<file path="config.mk">
export PLATFORM = sky130hd
export DESIGN_NAME = fpu_seq_ctrl
export DESIGN_NICKNAME = d
export VERILOG_FILES = /design/src/rtl/fpu_seq_ctrl.sv
export SDC_FILE = /design/constraint.sdc
export NUM_CORES = 1
export LEC_CHECK = 0
export ABC_CLOCK_PERIOD_IN_PS = 8500
export BUFFER_PORTS_ARGS = -buffer_cell sky130_fd_sc_hd__buf_2
export CELL_PAD_IN_SITES_DETAIL_PLACEMENT = 0
export CELL_PAD_IN_SITES_GLOBAL_PLACEMENT = 1
export CORE_MARGIN = 10
export CORE_UTILIZATION = 34
export CTS_CLUSTER_DIAMETER = 60
export DETAILED_ROUTE_END_ITERATION = 6
export HOLD_SLACK_MARGIN = 0.06
export PLACE_DENSITY_LB_ADDON = 0.3
export SKIP_CTS_REPAIR_TIMING = 1
export SLEW_MARGIN = 0
export SYNTH_ARGS = -nofsm -noshare
export SYNTH_HDL_FRONTEND = slang
export SYNTH_SLANG_ARGS = --single-unit
</file>
<file path="constraint.sdc">
create_clock -name clk -period 8.5 [get_ports clk]
set_clock_uncertainty 0.1 [all_clocks]
set_input_delay 1.7 -clock clk [delete_from_list [all_inputs] [get_ports clk]]
set_output_delay 1.7 -clock clk [all_outputs]
set_load 0.05 [all_outputs]
</file>
<file path="src/rtl/fpu_seq_ctrl.sv">
// FPU sequencer: runs FLW, FSW and NUM_FU start/done arithmetic units, one op in flight.
// Optional sticky overflow flag is compiled in with `define FPU_FFLAGS_EN.
module fpu_seq_ctrl #(
    parameter int XLEN        = 32,
    parameter int NUM_FU      = 3,
    parameter int LOAD_SETTLE = 2,
    parameter int MEM_TIMEOUT = 255
) (
    input  logic                   clk,
    input  logic                   rst,
    input  logic                   enabled,
    input  logic                   instr_flw,
    input  logic                   instr_fsw,
    input  logic [NUM_FU-1:0]      instr_fop,
    input  logic [XLEN-1:0]        reg_rs1,
    input  logic [XLEN-1:0]        freg_rs1,
    input  logic [XLEN-1:0]        freg_rs2,
    input  logic [4:0]             frd_addr,
    input  logic [XLEN-1:0]        imm,
    output logic [XLEN-1:0]        mem_addr,
    output logic [XLEN-1:0]        mem_wdata,
    input  logic [XLEN-1:0]        mem_rdata,
    output logic                   mem_re,
    output logic                   mem_we,
    input  logic                   mem_ready,
    output logic [NUM_FU-1:0]      fu_start,
    output logic [XLEN-1:0]        fu_x1,
    output logic [XLEN-1:0]        fu_x2,
    input  logic [NUM_FU-1:0]      fu_done,
    input  logic [NUM_FU*XLEN-1:0] fu_result,
    input  logic [NUM_FU-1:0]      fu_ovf,
    output logic                   freg_wb_enable,
    output logic [4:0]             freg_wb_addr,
    output logic [XLEN-1:0]        freg_wb_data,
    output logic                   completed,
    output logic                   fpu_busy,
    output logic                   fpu_error,
    input  logic                   fflags_clr,
    output logic                   fflags_of
);
    localparam int SEL_W   = (NUM_FU > 1) ? $clog2(NUM_FU) : 1;
    localparam int CNT_MAX = (MEM_TIMEOUT > LOAD_SETTLE) ? MEM_TIMEOUT : LOAD_SETTLE;
    localparam int CNT_W   = $clog2(CNT_MAX + 1) + 1;

    typedef enum logic [2:0] {IDLE, MEM_REQ, MEM_WAIT, SETTLE, FU_START, FU_WAIT, DONE} state_t;
    typedef enum logic [1:0] {OP_LOAD, OP_STORE, OP_FU} op_t;

    state_t            state_reg;
    op_t               op_reg;
    logic [SEL_W-1:0]  sel_reg;
    logic [CNT_W-1:0]  cnt_reg;
    logic [4:0]        frd_reg;
    logic [XLEN-1:0]   mem_addr_reg, mem_wdata_reg, fu_x1_reg, fu_x2_reg, wb_data_reg;
    logic [4:0]        wb_addr_reg;
    logic              mem_re_reg, mem_we_reg, wb_en_reg, completed_reg, error_reg;
    logic [NUM_FU-1:0] fu_start_reg;

    logic [NUM_FU-1:0] pick_onehot;
    logic [SEL_W-1:0]  pick_idx;
    logic [CNT_W-1:0]  cnt_inc;
    logic              any_sel, fu_done_sel, timeout_hit, go_done, go_err;
    logic [XLEN-1:0]   fu_result_sel;

    // Lowest-index requested unit wins among the arithmetic selects.
    genvar gi;
    for (gi = 0; gi < NUM_FU; gi++) begin : g_pick
        if (gi == 0) begin : g_first
            assign pick_onehot[gi] = instr_fop[gi];
        end else begin : g_rest
            assign pick_onehot[gi] = instr_fop[gi] & ~(|instr_fop[gi-1:0]);
        end
    end

    always_comb begin
        pick_idx = '0;
        for (int i = NUM_FU - 1; i >= 0; i--) begin
            if (instr_fop[i]) pick_idx = SEL_W'(i);
        end
    end

    assign any_sel       = instr_flw | instr_fsw | (|instr_fop);
    assign cnt_inc       = cnt_reg + 1'b1;
    assign fu_done_sel   = fu_done[sel_reg];
    assign fu_result_sel = fu_result[int'(sel_reg)*XLEN +: XLEN];
    assign timeout_hit   = (MEM_TIMEOUT != 0) && (int'(cnt_inc) == MEM_TIMEOUT);

    always_comb begin
        go_done = 1'b0;
        go_err  = 1'b0;
        case (state_reg)
            MEM_WAIT: begin
                if (mem_ready) begin
                    go_done = (op_reg == OP_STORE);
                end else if (timeout_hit) begin
                    go_done = 1'b1;
                    go_err  = 1'b1;
                end
            end
            SETTLE:  go_done = (cnt_reg == CNT_W'(LOAD_SETTLE - 1));
            FU_WAIT: go_done = fu_done_sel;
            default: ;
        endcase
    end

    always_ff @(posedge clk) begin
        if (rst) begin
            state_reg     <= IDLE;
            op_reg        <= OP_LOAD;
            sel_reg       <= '0;
            cnt_reg       <= '0;
            frd_reg       <= '0;
            mem_addr_reg  <= '0;
            mem_wdata_reg <= '0;
            fu_x1_reg     <= '0;
            fu_x2_reg     <= '0;
            wb_data_reg   <= '0;
            wb_addr_reg   <= '0;
            mem_re_reg    <= 1'b0;
            mem_we_reg    <= 1'b0;
            wb_en_reg     <= 1'b0;
            completed_reg <= 1'b0;
            error_reg     <= 1'b0;
            fu_start_reg  <= '0;
        end else begin
            mem_re_reg    <= 1'b0;
            mem_we_reg    <= 1'b0;
            fu_start_reg  <= '0;
            wb_en_reg     <= 1'b0;
            completed_reg <= 1'b0;
            error_reg     <= 1'b0;
            case (state_reg)
                IDLE: begin
                    if (enabled && any_sel) begin
                        mem_addr_reg  <= reg_rs1 + imm;
                        mem_wdata_reg <= freg_rs2;
                        fu_x1_reg     <= freg_rs1;
                        fu_x2_reg     <= freg_rs2;
                        frd_reg       <= frd_addr;
                        sel_reg       <= pick_idx;
                        if (instr_flw) begin
                            op_reg     <= OP_LOAD;
                            mem_re_reg <= 1'b1;
                            state_reg  <= MEM_REQ;
                        end else if (instr_fsw) begin
                            op_reg     <= OP_STORE;
                            mem_we_reg <= 1'b1;
                            state_reg  <= MEM_REQ;
                        end else begin
                            op_reg       <= OP_FU;
                            fu_start_reg <= pick_onehot;
                            state_reg    <= FU_START;
                        end
                    end
                end
                MEM_REQ: begin
                    cnt_reg   <= '0;
                    state_reg <= MEM_WAIT;
                end
                MEM_WAIT: begin
                    if (mem_ready) begin
                        cnt_reg   <= '0;
                        state_reg <= SETTLE;
                    end else begin
                        cnt_reg <= cnt_inc;
                    end
                end
                SETTLE: begin
                    cnt_reg <= cnt_inc;
                    if (go_done) wb_data_reg <= mem_rdata;
                end
                FU_START: state_reg <= FU_WAIT;
                FU_WAIT: begin
                    if (fu_done_sel) wb_data_reg <= fu_result_sel;
                end
                DONE:    state_reg <= IDLE;
                default: state_reg <= IDLE;
            endcase
            // Completion overrides any state move chosen above.
            if (go_done) begin
                state_reg     <= DONE;
                completed_reg <= 1'b1;
                error_reg     <= go_err;
                wb_en_reg     <= !go_err && (op_reg != OP_STORE);
                wb_addr_reg   <= frd_reg;
            end
        end
    end

    assign mem_addr       = mem_addr_reg;
    assign mem_wdata      = mem_wdata_reg;
    assign mem_re         = mem_re_reg;
    assign mem_we         = mem_we_reg;
    assign fu_start       = fu_start_reg;
    assign fu_x1          = fu_x1_reg;
    assign fu_x2          = fu_x2_reg;
    assign freg_wb_enable = wb_en_reg;
    assign freg_wb_addr   = wb_addr_reg;
    assign freg_wb_data   = wb_data_reg;
    assign completed      = completed_reg;
    assign fpu_error      = error_reg;
    assign fpu_busy       = (state_reg != IDLE);

`ifdef FPU_FFLAGS_EN
    logic fflags_of_reg;
    always_ff @(posedge clk) begin
        if (rst) begin
            fflags_of_reg <= 1'b0;
        end else if (state_reg == FU_WAIT && fu_done_sel && fu_ovf[sel_reg]) begin
            fflags_of_reg <= 1'b1;
        end else if (fflags_clr) begin
            fflags_of_reg <= 1'b0;
        end
    end
    assign fflags_of = fflags_of_reg;
`else
    logic unused_fflags;
    assign unused_fflags = ^{fflags_clr, fu_ovf};
    assign fflags_of     = 1'b0;
`endif
endmodule
</file>
# Yosys cells after proc, flatten, opt, wreduce, memory -nomap -nowiden
# Cells that the tools add are included.
[op_classes] magnitude_cmp=1 shifts=1 n_bitwise=10 n_eq_ne=16 addsub=2 n_mux=26 n_reduce_logical=19
[op_table] operator="96-bit by 8-bit variable part select with 32-bit output" count=1
[op_table] operator="32-bit two-way mux" count=2
[op_table] operator="32-bit case mux with 2 select lines" count=1
[op_table] operator="32-bit adder" count=1
[op_table] operator="9-bit case mux with 3 select lines" count=1
[op_table] operator="3-bit two-way mux" count=5
[op_table] operator="3-bit case mux with 5 select lines" count=1
[op_table] operator="2-bit two-way mux" count=5
[op_table] operator="9-bit by 1-bit adder with 9-bit output (second input constant)" count=1
[op_table] operator="9-bit by 1-bit == test with 1-bit output (second input constant)" count=1
[op_table] operator="9-bit == test (second input constant)" count=1
[op_table] operator="9-bit two-way mux" count=1
[op_table] operator="3-bit AND reduction" count=3
[op_table] operator="1-bit two-way mux" count=8
[op_table] operator="2-bit != test (second input constant)" count=4
[op_table] operator="2-bit OR reduction" count=4
[op_table] operator="3-bit by 2-bit == test with 1-bit output (second input constant)" count=2
[op_table] operator="3-bit == test (second input constant)" count=2
[op_table] operator="3-bit != test (second input constant)" count=2
[op_table] operator="1-bit NOT" count=6
[op_table] operator="3-bit nonzero test" count=2
[op_table] operator="3-bit OR reduction" count=2
[op_table] operator="5-bit OR reduction" count=1
[op_table] operator="2-bit by 1-bit != test with 1-bit output (second input constant)" count=2
[op_table] operator="13 further kinds" count=16
[word_totals] wordCells=92 output_inout_bits=175 ff_bits=162

# Depth between registers and ports, before layout
# Gate-level depths: netlist (run 1).
[depth] word_depth=7 ltp_mapped=11

# Worst setup path before layout (run 1)
# Ideal clock, no wire load.
[synth_timing] path_kind="input to register" from="input reg_rs1[0]" to="register mem_addr_reg[18] (netlist: mem_addr[18])" path_slack_ps=4602 stages=11 setup_time_ps=75 arrival_time_ps=3723 path_cell_list="ha_1 > inv_1 > fa_1 > nor2b_1 > o31ai_1 > a21oi_1 > o21bai_1 > o21ai_0 > a31oi_1 > or3_1 > a31oi_1"
[synth_between] elab_chain_len=1
[synth_lines] element="start, declared" line="15" text="input logic [XLEN-1:0] reg_rs1,"
[synth_lines] element="32-bit adder" line="134" text="mem_addr_reg <= reg_rs1 + imm;"
[synth_lines] element="end signal, assigned" line="134"
[synth_lines] element="end, declared" line="53" text="logic [XLEN-1:0] mem_addr_reg, mem_wdata_reg, fu_x1_reg, fu_x2_reg, wb_data_reg;"
# Every way passes these cells.
# A chain may end at the register's enable or synchronous reset.

# Worst setup path after layout (run 1)
[layout_timing] from="input reg_rs1[0]" to="register mem_addr_reg[30] (netlist: mem_addr[30])"
# Same word-level chain as after synthesis.

==> qor.yml, run 1 <==
overflow: 0
worstMarginPinSlew_ps: 1053
routed_wl_um: 32060
dpl.hpwl_um: 24660
wl_per_cell_um: 17.47
dieWidth_um: 178.9
tritoncts: "yes"
syn_to_final_growth_pct: 32.65
totalPowerFinal_mw: 2.322
crit_type: "in -> reg"
gp_congestion: 0.8873
power.density_nw_per_um2: 203.9
ys_types: 60
fin_tns_setup_ps: 0
period_minus_slack_ps: 4045
htreeDepth: 4
clockRootBuffer: "clkbuf_16"
numCtsBuffers: 17
fin_crit_sh_pct: 47.58
crit_arrival_ps: 4260
drc: 0
drt-initial-drc-count: 451
grt_pass1_wl_um: 48420
ys.warnings.count: 0
die_area_sq_um: 32000
start_util_pct: 34.28
async_flop_share_pct: 0
vias: 8875
synth_nets: 1440
startpoint_type: "input port"
maxSlewViolCount: 0
drt-pass1-iter-count: 4
dpl_cell_area_sq_um: 10780
synthTopCellsByArea: "dfxtp_1 (38%), nand2_1 (10%), a21oi_1 (8.9%)"
status: "finished, final reports clean"
synth_area_sq_um: 8583
antenna_found_initial: 7
relSlewSlack_pct: 29.82
stdcell_area_sq_um: 11390
synth-seq-cells: 162
nets: 1801
pin_count: 452
synth_top_area_share_pct: 37.78
synth_cells: 1128
finalHoldViolCount: 0
setup_viol: 0
synth-main-ff-cell: "dfxtp_1"
maxCapViolCount: 0
vdd_drop_max_mv: 0.09822
final_core_util_pct: 45.48
fmax_ghz: 0.2472
synth_area_per_cell_sq_um: 7.609
fp-row-count: 58
worstPathRequired_ps: 8710
holdCritPathClass: "reg -> reg"
power_leakage_nw: 5.326
grt_setup_unrepaired: "no"
grt_max_degree: 97
clkSinkCount: 162
first_global_vias: 8744
io_buffers: 446
drive_gt1_share_pct: 33.49
clk_latency_ps: 420
clockBufferDepth: 2
grtUsageTotal_pct: 19.05
synth_enable_flop_cells: 0
path_clk_slew_ps: 60
synth_common_cells: "nand2_1 (231), dfxtp_1 (162), a21oi_1 (153), nor2_1 (112), clkbuf_1 (68)"
avgViaCountPerCell: 4.837
drt.antenna.violating_nets: 0
yosysMostFrequentCell: "nand2_1"
die_h_um: 178.9
pre_cts_ws_ps: 4047
core_region_area_sq_um: 25040
yosysSeqAreaShare_pct: 37.78
synth_top_area_cell: "dfxtp_1"
setup_slack_ps: 4455
crit_fanout: 5
cp-end-kind: "register"
stage by stage:
step | cells | hold slack [ps]
2_1_floorplan | 1128 | 327.6
3_5_place_dp | 1800 | 342.2
6_report | 1835 | 350.2
5_1_grt | 1833 | 370.5
4_1_cts | 1832 | 353.4
3_3_place_gp | 1800 | 335.8
cells by family after synthesis:
logic type / count (synthesis) / share of synthesized area [%]
adder cells (fa/ha/maj): 35 / 5.190
AO/OA/AOI/OAI: 318 / 21.97
AND/OR/NAND/NOR: 436 / 21.95
flip-flops: 162 / 37.78
multiplexers: 39 / 4.548
other: 1 / 0.04369
buffers and inverters: 119 / 6.676
XOR/XNOR: 18 / 1.837
cell type report:
cell class | instances | area [sq um]
sequential | 162 | 3244
timing repair buffer | 454 | 2295
clock buffer | 18 | 439.2
clock inverter | 14 | 162.7
antenna | 3 | 7.507
multi-input combinational | 847 | 4798
tap | 330 | 412.9
inverter | 7 | 26.28
fill | 2646 | 13650
worst max-delay path, stage by stage:
cell	delay, ps
buf_2	80
ha_1	190
inv_1	70
fa_1	380
nor2b_1	200
o31ai_1	120
a21oi_1	320
o21ai_0	260
a21oi_1	320
o21ai_0	140
and3b_1	200
o41ai_1	280
power breakdown:
| group | switching, mW | internal (mW) | leakage (nW) |
|---|---|---|---|
| Combinational | 0.495 | 0.201 | 3.71 |
| Sequential | 0.0336 | 0.816 | 1.32 |
| Clock | 0.372 | 0.404 | 0.294 |
| Total | 0.901 | 1.42 | 5.33 |
cell usage in the layout (no fill, tap or decap), drive strengths merged, types with 14 or more instances in the layout:
master  instances
nand2         231
o211ai         36
mux2i          39
nand3          14
a21o           20
dfxtp         162
nor2          112
a21oi         153
ha             34
clkbuf         18
o21ai          62
buf           454
nor3           15
routing by layer:
| metal | vias up | global-route usage [%] | share of wire [%] |
|---|---|---|---|
| met5 | - | 0 | 0.18 |
| met4 | 8 | 4.340 | 1.0 |
| met3 | 24 | 6.487 | 8.2 |
| met2 | 237 | 32.88 | 50 |
| met1 | 4013 | 22.26 | 41 |
| li1 | 4593 | - | - |
worst paths after layout:
| kind | startpoint | endpoint | slack, ps | cells after the start |
|---|---|---|---|---|
| worst max register to register | sel_reg[0] | freg_wb_data[27] | 5790 | 10 |
| worst min register to register | op_reg[1] | op_reg[1] | 350 | 2 |
| worst min-delay path | op_reg[1] | op_reg[1] | 350 | 2 |
| worst max-delay path | reg_rs1[0] | mem_addr[30] | 4460 | 12 |
No activity file was read; power rests on OpenSTA's default activity.
==> inputs of run 2 (changes only) <==
Settings changed: ABC_AREA set to 1, ABC_CLOCK_PERIOD_IN_PS 8500 to 3700, CORE_UTILIZATION 34 to 29.
Clock period 8.5 ns to 3.7 ns, I/O delays scaled along.
==> run 2 against run 1 <==
Effect of this change:
- register-to-register slack got worse by 4700 ps
- total power increased to 3.0 times the previous value
- critical path depth decreased by 4
- via count up 9.9%
- global-route usage decreased by 0.98 points
- core utilization decreased by 7.1 points
- highest routed layer unchanged
- sequential cell count stayed put
- area after synthesis up 9.1%
- hold slack improved by 1.1 ps
- combinational power increased to 4.4 times the previous value
==> qor.yml, run 2 <==
relSlewSlack_pct: 31.01
p_sw_share_pct: 46.74
fp-row-count: 65
startpoint_type: "register"
ys_types: 42
dieWidth_um: 199.7
async_flop_share_pct: 0
rrSetupSlack_ps: 1100
vdd_drop_max_mv: 0.3130
gp_congestion: 0.8691
min_path_cells: 2
grtUsageTotal_pct: 18.07
vias: 9757
synth_area_per_cell_sq_um: 7.075
maxCapViolCount: 0
drt-pass1-iter-count: 4
totalPowerFinal_mw: 7.041
io_buffers: 446
final_cell_mix: "buf_2 (446), nand2_1 (350), dfxtp_1 (162), nor2_1 (156), inv_1 (135)"
fin_hold_ws_ps: 351.3
period_minus_slack_ps: 2602
power_leakage_nw: 6.486
worstHoldStart: "mem_addr[13]"
maxSlewViolCount: 0
synth_area_sq_um: 9360
met1_usage_pct: 20.67
p_sw_mw: 3.291
combinationalPowerShare_pct: 43.2
setup_slack_ps: 1098
r2r_cells: 8
avgViaCountPerCell: 4.587
nets: 2020
final_common_cell: "buf_2"
crit_arrival_ps: 2830
start_util_pct: 29.51
htreeDepth: 4
whs_endpoint: "mem_addr[13]"
nFillCells: 3458
power.density_nw_per_um2: 578.3
grt_setup_unrepaired: "no"
ys.warnings.count: 0
dpl.hpwl_um: 30200
fin_tns_setup_ps: 0
timing.rr.end: "freg_wb_data[0]"
yosysSeqAreaShare_pct: 34.65
synth_nets: 1635
grt.busiest_layer: "met2"
core_region_area_sq_um: 31720
tritoncts: "yes"
fin_crit_sh_pct: 70.31
met2_usage_pct: 30.97
synthTopCellsByArea: "dfxtp_1 (35%), nand2_1 (14%), a22o_1 (6.5%)"
drt-initial-drc-count: 400
numCtsBuffers: 17
status: "finished, final reports clean"
setup_viol: 0
seqPwrFrac_pct: 31.6
worstPathRequired_ps: 3930
grt_max_degree: 88
pin_count: 452
synth-seq-cells: 162
worstMarginPinSlew_ps: 1035
clockBufferDepth: 2
synth_common_cells: "nand2_1 (350), dfxtp_1 (162), nor2_1 (156), inv_1 (135), o21ai_0 (72)"
rr_startpoint: "sel_reg[0]"
crit_type: "reg -> reg"
routed_wl_um: 37600
met3_usage_pct: 6.812
crit_fanout: 34
drt.antenna.violating_nets: 0
finalHoldViolCount: 0
clkSinkCount: 162
synth_cells: 1323
syn_to_final_growth_pct: 30.06
intPower_mw: 3.750
antenna_found_initial: 11
synth_top_area_cell: "dfxtp_1"
pre_cts_ws_ps: 690.0
drc: 0
drive_gt1_share_pct: 32.07
synth-main-ff-cell: "dfxtp_1"
path_clk_slew_ps: 70
die_h_um: 199.7
yosysMostFrequentCell: "nand2_1"
holdCritPathClass: "reg -> reg"
fmax_ghz: 0.3844
cp-end-kind: "register"
first_global_vias: 9752
synth_top_area_share_pct: 34.65
overflow: 0
clk_latency_ps: 440
clockRootBuffer: "clkbuf_16"
die_area_sq_um: 39860
synth_enable_flop_cells: 0
clkPwrFrac_pct: 25.2
wl_per_cell_um: 17.68
grt_pass1_wl_um: 55720
-- run 2: cell count changes after synthesis, sizes merged, moves of 42 or more --
cell and delta:
clkbuf -53, nand2 +124, a22o +70, nand3 +42, a21oi -86, inv +140, nor2 +54
-- run 2: layout make-up --
class                      count  area [sq um]  share of cell area (%)
antenna                        4         10.01                 0.08222
clock buffer                  18         429.2                   3.525
clock inverter                14         146.4                   1.202
inverter                     147         553.0                   4.543
multi-input combinational    926          4972                   40.84
sequential                   162          3243                   26.64
tap                          402         503.0                   4.132
timing repair buffer         454          2317                   19.03
-- run 2: metrics by stage --
| step | area (sq um) | utilization [%] | cells |
|---|---|---|---|
| after floorplan | 9360 | - | 1323 |
| after global placement | 11590 | 36.54 | 2091 |
| after detailed placement | 11590 | 36.54 | 2091 |
| after CTS | 12160 | 38.35 | 2123 |
| after global routing | 12170 | 38.37 | 2125 |
| final | 12170 | 38.38 | 2127 |
-- run 2: power groups by stage --
stage | clock network, mW | logic, mW | registers [mW]
6_report | 1.77 | 3.04 | 2.22
5_1_grt | 1.91 | 3.28 | 2.27
4_1_cts | 1.84 | 3.09 | 2.22
3_5_place_dp | 0 | 3.08 | 2.26
3_3_place_gp | 0 | 3.07 | 2.26
2_1_floorplan | 0 | 1.43 | 3.15
-- run 2: cell families after synthesis --
group	after synthesis	synth area share, %
compound gates	271	20.16
simple gates	607	27.04
buf+inv	235	12.23
other cells	1	0.04006
flops	162	34.65
xor+xnor	12	1.123
fa+ha+maj	35	4.759
-- run 2: how the worst max path moves through the flow --
| stage | from | to | slack, ps | depth (start not counted) |
|---|---|---|---|---|
| after global routing | sel_reg[0] | freg_wb_data[0] | 770 | 8 |
| after detailed placement | instr_flw | fu_x2[11] | 690 | 11 |
| after CTS | sel_reg[0] | freg_wb_data[0] | 980 | 8 |
| final | sel_reg[0] | freg_wb_data[0] | 1100 | 8 |
| after floorplan | reg_rs1[0] | mem_addr[28] | 1430 | 13 |
| after global placement | instr_flw | fu_x1[5] | 730 | 11 |
-- run 2: routing by layer --
layer | vias up | part of all wire (%)
met5 | - | 0.23
met4 | 12 | 1.3
met3 | 40 | 9.4
met2 | 343 | 47
met1 | 4277 | 42
li1 | 5085 | -
-- run 2: critical path, stage by stage (launching register included) --
cell and delay, ps:
dfxtp_1 340, buf_4 380, o21ai_0 160, o21ai_1 210, nand2_1 120, nand2_4 340
inv_2 440, a211oi_1 310, nor2_1 60
==> inputs of run 3 (changes only) <==
Settings changed: ABC_AREA 1 to 0, ABC_CLOCK_PERIOD_IN_PS 3700 to 2700, CORE_UTILIZATION 29 to 31.
Clock period 3.7 ns to 2.7 ns, I/O delays scaled along.
==> run 3 against run 2 <==
Effect of this change:
- clock power grew 40%
- sequential power grew 21%
- total power grew 6.7%
- critical path type is now in -> reg
- largest power group is now sequential cells
==> qor.yml, run 3 (synthesis results as in run 1) <==
drt-pass1-iter-count: 5
drt-initial-drc-count: 341
crit_family: "compound AO/OA/AOI/OAI gates"
first_global_vias: 9160
multiInputGateArea_sq_um: 4815
fin_crit_sh_pct: 92.61
tritoncts: "yes"
rr_startpoint: "cnt_reg[0]"
min_path_cells: 2
regArea_sq_um: 3244
crit_top_cell: "a21oi_2"
r2r_cells: 9
cp-end-kind: "register"
die_area_sq_um: 34740
slowest_stage: "fa_1"
clockRootBuffer: "clkbuf_16"
rrSetupSlack_ps: 250
cp_cell_sequence: "buf_2, ha_1, inv_1, fa_1, nor2b_1, o31ai_1, a21oi_2, o21ai_1, a21oi_2, o21ai_0, and3b_1, o41ai_1"
max_stage_delay_ps: 370
worstMarginPinSlew_ps: 755.7
relSlewSlack_pct: 49.62
worstHoldStart: "instr_flw"
holdCritPathClass: "in -> reg"
path_clk_slew_ps: 70
final_cell_mix: "buf_2 (445), nand2_1 (230), dfxtp_1 (161), a21oi_1 (150), nor2_1 (111)"
fmax_ghz: 0.3999
power_leakage_nw: 5.649
syn_to_final_growth_pct: 39.77
clockBufferDepth: 2
gp_congestion: 0.8816
dpl.hpwl_um: 26010
grt_setup_unrepaired: "no"
io_buffers: 446
crit_arrival_ps: 2720
maxSlewViolCount: 0
power.density_nw_per_um2: 626.3
finalHoldViolCount: 0
wl_per_cell_um: 17.01
setup_slack_ps: 199.5
vias: 9221
drt.antenna.violating_nets: 0
nets: 1861
final_common_cell: "buf_2"
dieWidth_um: 186.4
drive_gt1_share_pct: 36.17
routed_wl_um: 32940
timing.rr.end: "freg_wb_enable"
pin_count: 452
fp-row-count: 60
avgViaCountPerCell: 4.760
status: "finished, final reports clean"
antenna_found_initial: 6
vdd_drop_max_mv: 0.3237
grt_max_degree: 81
die_h_um: 186.4
grtUsageTotal_pct: 18.02
nFillCells: 2848
setup_viol: 0
crit_type: "in -> reg"
core_region_area_sq_um: 27100
whs_endpoint: "mem_we"
overflow: 0
period_minus_slack_ps: 2501
numCtsBuffers: 17
start_util_pct: 31.67
crit_fanout: 5
htreeDepth: 4
maxCapViolCount: 0
timing.critical_path.buf_inv: 2
grt_pass1_wl_um: 51600
totalPowerFinal_mw: 7.513
worstPathRequired_ps: 2920
clkSinkCount: 162
drc: 0
startpoint_type: "input port"
pre_cts_ws_ps: -310.3
clk_latency_ps: 420
==> run 3: cell type report <==
class	count	area share [%]
Antenna cell	3	0.06258
Clock buffer	18	3.661
Clock inverter	14	1.283
Inverter	7	0.2190
Multi-Input combinational cell	847	40.13
Sequential cell	162	27.04
Tap cell	372	3.880
Timing Repair Buffer	514	23.72
==> run 3: how the worst max path moves through the flow <==
stage          slack, ps  cells after the start               to       start
3_5_place_dp        -310                     12     mem_addr[30]  reg_rs1[0]
6_report             200                     12     mem_addr[30]  reg_rs1[0]
4_1_cts              130                     12     mem_addr[30]  reg_rs1[0]
2_1_floorplan         20                     11     mem_addr[18]  reg_rs1[0]
5_1_grt                6                      9  freg_wb_addr[1]  cnt_reg[0]
3_3_place_gp        -250                     12     mem_addr[30]  reg_rs1[0]
==> run 3: where the power goes <==
part           switching [mW]  total, mW  internal [mW]
registers               0.111       2.68           2.57
clock network            1.20       2.48           1.27
logic                    1.60       2.35          0.756
total                    2.91       7.51           4.60
==> run 3: through the flow <==
stage                     std cells  util (%)  TNS [ps]  hold WS, ps  cell area [sq um]
final                          1937     44.27         0        240.4              12000
after global routing           1936     44.26         0        218.7              11990
after CTS                      1934     44.19         0        214.3              11980
after detailed placement       1902     42.00     -1620        338.0              11380
after global placement         1902     42.00     -1480        336.4              11380
after floorplan                1128         -         0        327.6               8587
==> run 3: metal layers <==
layer | routed length, um | up-vias | part of all wire [%] | track usage (%)
met5 | 28 | - | 0.085 | 0
met4 | 453 | 6 | 1.4 | 4.909
met3 | 2516 | 24 | 7.6 | 6.611
met2 | 16130 | 261 | 49 | 30.49
met1 | 13820 | 4218 | 42 | 20.92
li1 | - | 4712 | - | -
